File: src/rtl/edge_delay_measurer.sv
// Measures the delay, in clock cycles, from a rising edge on start to the next rising edge on stop.
// Single-shot or continuously re-arming; a bounded window reports a timeout when stop never arrives.
module edge_delay_measurer #(
    parameter int COUNTER_WIDTH  = 16,
    parameter int TIMEOUT_CYCLES = 1000,
    parameter int CONTINUOUS     = 0
) (
    input  logic                     clock,
    input  logic                     reset,
    input  logic                     arm,
    input  logic                     start,
    input  logic                     stop,
    output logic                     busy,
    output logic [COUNTER_WIDTH-1:0] result,
    output logic                     result_valid,
    output logic                     timeout
);

    typedef enum logic [1:0] {
        IDLE,
        ARMED,
        COUNTING
    } state_t;

    localparam logic [COUNTER_WIDTH-1:0] TIMEOUT_VAL = COUNTER_WIDTH'(TIMEOUT_CYCLES);
    localparam state_t DONE_STATE = (CONTINUOUS != 0) ? ARMED : IDLE;

    state_t                   state, state_n;
    logic [COUNTER_WIDTH-1:0] counter, counter_n;
    logic [COUNTER_WIDTH-1:0] result_n;
    logic                     valid_n, timeout_n;
    logic                     start_d, stop_d;
    logic                     start_edge, stop_edge;

    assign start_edge = start & ~start_d;
    assign stop_edge  = stop & ~stop_d;

    // Edge history resets high so a level already asserted through reset is not an edge.
    always_ff @(posedge clock) begin
        if (reset) begin
            state        <= IDLE;
            counter      <= '0;
            result       <= '0;
            result_valid <= 1'b0;
            timeout      <= 1'b0;
            start_d      <= 1'b1;
            stop_d       <= 1'b1;
        end else begin
            state        <= state_n;
            counter      <= counter_n;
            result       <= result_n;
            result_valid <= valid_n;
            timeout      <= timeout_n;
            start_d      <= start;
            stop_d       <= stop;
        end
    end

    always_comb begin
        state_n   = state;
        counter_n = counter;
        result_n  = result;
        valid_n   = 1'b0;
        timeout_n = 1'b0;
        case (state)
            IDLE: begin
                if (arm) state_n = ARMED;
            end
            ARMED: begin
                if (start_edge) begin
                    if (stop_edge) begin
                        result_n = '0;
                        valid_n  = 1'b1;
                        state_n  = DONE_STATE;
                    end else begin
                        counter_n = {{(COUNTER_WIDTH-1){1'b0}}, 1'b1};
                        state_n   = COUNTING;
                    end
                end
            end
            COUNTING: begin
                // stop wins over timeout when both land on the final cycle
                if (stop_edge) begin
                    result_n = counter;
                    valid_n  = 1'b1;
                    state_n  = DONE_STATE;
                end else if (counter == TIMEOUT_VAL) begin
                    timeout_n = 1'b1;
                    state_n   = DONE_STATE;
                end else begin
                    counter_n = counter + 1'b1;
                end
            end
            default: state_n = IDLE;
        endcase
    end

    assign busy = (state != IDLE);

endmodule

File: config.mk
export PLATFORM = sky130hd
export DESIGN_NAME = edge_delay_measurer
export DESIGN_NICKNAME = d
export VERILOG_FILES = /design/src/rtl/edge_delay_measurer.sv
export SDC_FILE = /design/constraint.sdc
export NUM_CORES = 1
export LEC_CHECK = 0
export BUFFER_PORTS_ARGS = -buffer_cell sky130_fd_sc_hd__buf_2
export CAP_MARGIN = 20
export CORE_MARGIN = 4
export CORE_UTILIZATION = 42
export DETAILED_ROUTE_END_ITERATION = 8
export GPL_TIMING_DRIVEN = 1
export SETUP_SLACK_MARGIN = 0.5
export SYNTH_ARGS = -nofsm -noshare
export SYNTH_HDL_FRONTEND = slang
export SYNTH_SLANG_ARGS = --single-unit
File: constraint.sdc
create_clock -name clock -period 2.44 [get_ports clock]
set_input_delay 0.366 -clock clock [delete_from_list [all_inputs] [get_ports clock]]
set_output_delay 0.366 -clock clock [all_outputs]
set_load 0.05 [all_outputs]
==> metrics.txt <==
placed cell count=292; WP data required=2.64 ns; Clock power frac=24.9%; CTS root buffer=clkbuf_8; Yosys cell types=41; hold-fix buffers at CTS=0; fraction of registers with async set/reset=0%; Post-Layout Cell Count=309; final worst-path cycle share=89.6%; Critical Path AT=2.39 ns; Yosys top cell area share=41.1%; status=completed; initial antenna violation count=0; switching fraction of total power=35.5%; worst-path cell chain=or4_4, or4_4, a41oi_4, buf_6, a21oi_1, a211oi_1; Clk Latency, worst-skew pair=0.29 ns; CP dominant cell by count=or4_4; Crit path max-delay family=simple AND/OR/NAND/NOR gates; TritonCTS buffer count=5; Core Rows=23; largest area contributor in the netlist=dfxtp_1; core area=4140 um^2; synthesized area=1850 um^2; post-route ant nets=0; Pwr per Cell Area=762 nW/um^2; synth top area cells=dfxtp_1 41%, a31oi_1 7.8%, nor2b_1 5.7%, nor2_1 5.3%, ha_1 4.1%; CP max-delay cell=or4_4; Crit. End Element=flop; fillers=397; Layout Nets=269; WL per Instance=14.3 um; post-synthesis register bit count=38; Syn Area/Cell=8.27 um^2; fmax=457 MHz; sequential cell area fraction in the yosys report=41.1%; Layout area overhead=26.2%; IO Pins=24; Psw=633 uW; First DRT Iteration DRCs=155; startpoint types=flop; Mapped Cells=224; EDFF count, synth=0; GRT Total Usage=16.9%; Routed WL=4410 um; CTS sink cnt=38; RSZ-0062 raised after global routing=true; largest net degree at the start of global routing=39; final core utilization=56.4%; routed vias=1701; die height=74.4 um; CTS tree=yes; final setup skew=0.00698 ns; max-cap viol count=0; worst stage delay on the critical path=0.59 ns; first-pass GRT wire length=7270 um; Worst Hold Class=input port to flop; most numerous cell in the Yosys netlist=dfxtp_1; layout cell share with drive strength beyond 1=31.3%; cell internal pwr=1150 uW; clk slew on worst S/H paths=0.08 ns; Logic pwr share=37.7%; DIE AREA=5540 um^2; P_leak=0.000902 uW; syn_nets=235; Final Max Tran Viols=0; sequential fraction of design power=37.4%; Buffers on Ports=23; GP Congestion=0.856; Final Hold Fails=0; vias per cell=5.50; initial core utilization=44.7%; DR pass1 iterations=4; clock buffer depth=2; max_slew headroom=52.5%; VDD IR max=686 uV; final critical-path required period=2.19 ns; # DRC=0; Buf+Inv Stages, Crit Path=1; Worst-Margin Slew=0.712 ns; YS warnings=0; Main synth FF type=dfxtp_1; H-tree lvl count=2; HPWL Detailed=2880 um; most frequent cells after synthesis=38 x dfxtp_1, 26 x nor2_1, 23 x a31oi_1; Pwr Total=1780 uW; number of global-route vias before repair=1486; crit-path max FO=8; Die X=74.4 um; antenna cell count=0; final setup vio count=0; GRT overflow=0; Setup TNS=0 ns; critical path class=flop to flop
## sequential cells by signal, indices dropped and copies added (netlist names)
| signal | count |
|---|---|
| stop_d | 1 |
| start_d | 1 |
| result | 16 |
| result_valid | 1 |
| state | 2 |
| timeout | 1 |
| counter | 16 |
## cell type report
cell class	count	area (um^2)	area share, %
Inverter	8	35.0	1.50
Sequential cell	38	773	33.1
Clock buffer	7	86.3	3.69
Clock inverter	1	5.00	0.214
Multi-Input combinational cell	164	1100	47.1
Timing Repair Buffer	41	275	11.8
Tap cell	50	62.6	2.68
## per-layer routing
layer	part of all wire [%]	GRT usage, %	wire, um	vias up
li1	-	-	-	882
met1	48	23.9	2140	791
met2	47	25.5	2080	23
met3	3.1	4.05	135	5
met4	1.2	4.74	55	0
met5	0	0	0	-
## worst register-to-register path, delay by kind of cell (launching register included)
| family | cells | cell delay [ns] |
|---|---|---|
| AOI/OAI and AO/OA | 3 | 0.45 |
| buffers and inverters | 1 | 0.19 |
| DFF | 1 | 0.34 |
| and+or+nand+nor | 2 | 1.12 |
## worst paths after layout
kind	from	cells after the start	slack, ns	endpoint
worst min register to register	counter[2]$_SDFFE_PP0P_	2	0.52	counter[2]$_SDFFE_PP0P_
worst min-delay path	start	2	0.30	start_d$_SDFF_PP1_
worst max-delay path	counter[10]$_SDFFE_PP0P_	6	0.25	counter[7]$_SDFFE_PP0P_
worst max register to register	counter[10]$_SDFFE_PP0P_	6	0.25	counter[7]$_SDFFE_PP0P_
## through the flow
step | setup WS (ns) | hold slack, ns | instance area, um^2
floorplan | 0.405 | 0.455 | 1900
global placement | 0.229 | 0.500 | 2090
detailed placement | 0.198 | 0.514 | 2090
CTS | 0.283 | 0.288 | 2270
global route | 0.185 | 0.289 | 2340
finish | 0.253 | 0.295 | 2340
## timing repair
item / 4_1_cts / 5_1_grt
hold endpoints to repair: 0 / 0
gates resized for setup: 16 / 13
pin swaps: 7 / 7
cloned: 0 / 1
setup endpoints to repair: 18 / 31
buffers inserted: 5 / 3
## layout by cell type, fill, tap and decap left out, drive strengths merged, types with 3 or more instances in the layout
cell    count
a211oi      4
a21oi      13
a31oi      23
and3        4
buf        41
clkbuf      7
dfxtp      38
ha          6
inv         7
nand2      12
nand2b      3
nand3       8
nand3b      4
nand4       6
nor2       26
nor2b      17
nor3        4
o21ai       7
or2         3
or3         4
or4         4
## power by group through the flow
stage          clock network (uW)  registers [uW]  logic, uW
2_1_floorplan                   0             677        398
3_3_place_gp                    0             682        531
3_5_place_dp                    0             682        528
4_1_cts                       455             666        594
5_1_grt                       488             671        730
6_report                      444             667        672
## cells by family (layout without fill, tap and decap cells)
kind of cell / after synthesis / after routing / synth area share [%]
flops: 38 / 38 / 41.1
compound gates: 53 / 53 / 18.1
mux: 2 / 2 / 1.15
buf+inv: 22 / 57 / 5.06
fa+ha+maj: 6 / 6 / 4.05
simple gates: 103 / 103 / 30.6
(Power assumes the default switching activity.)
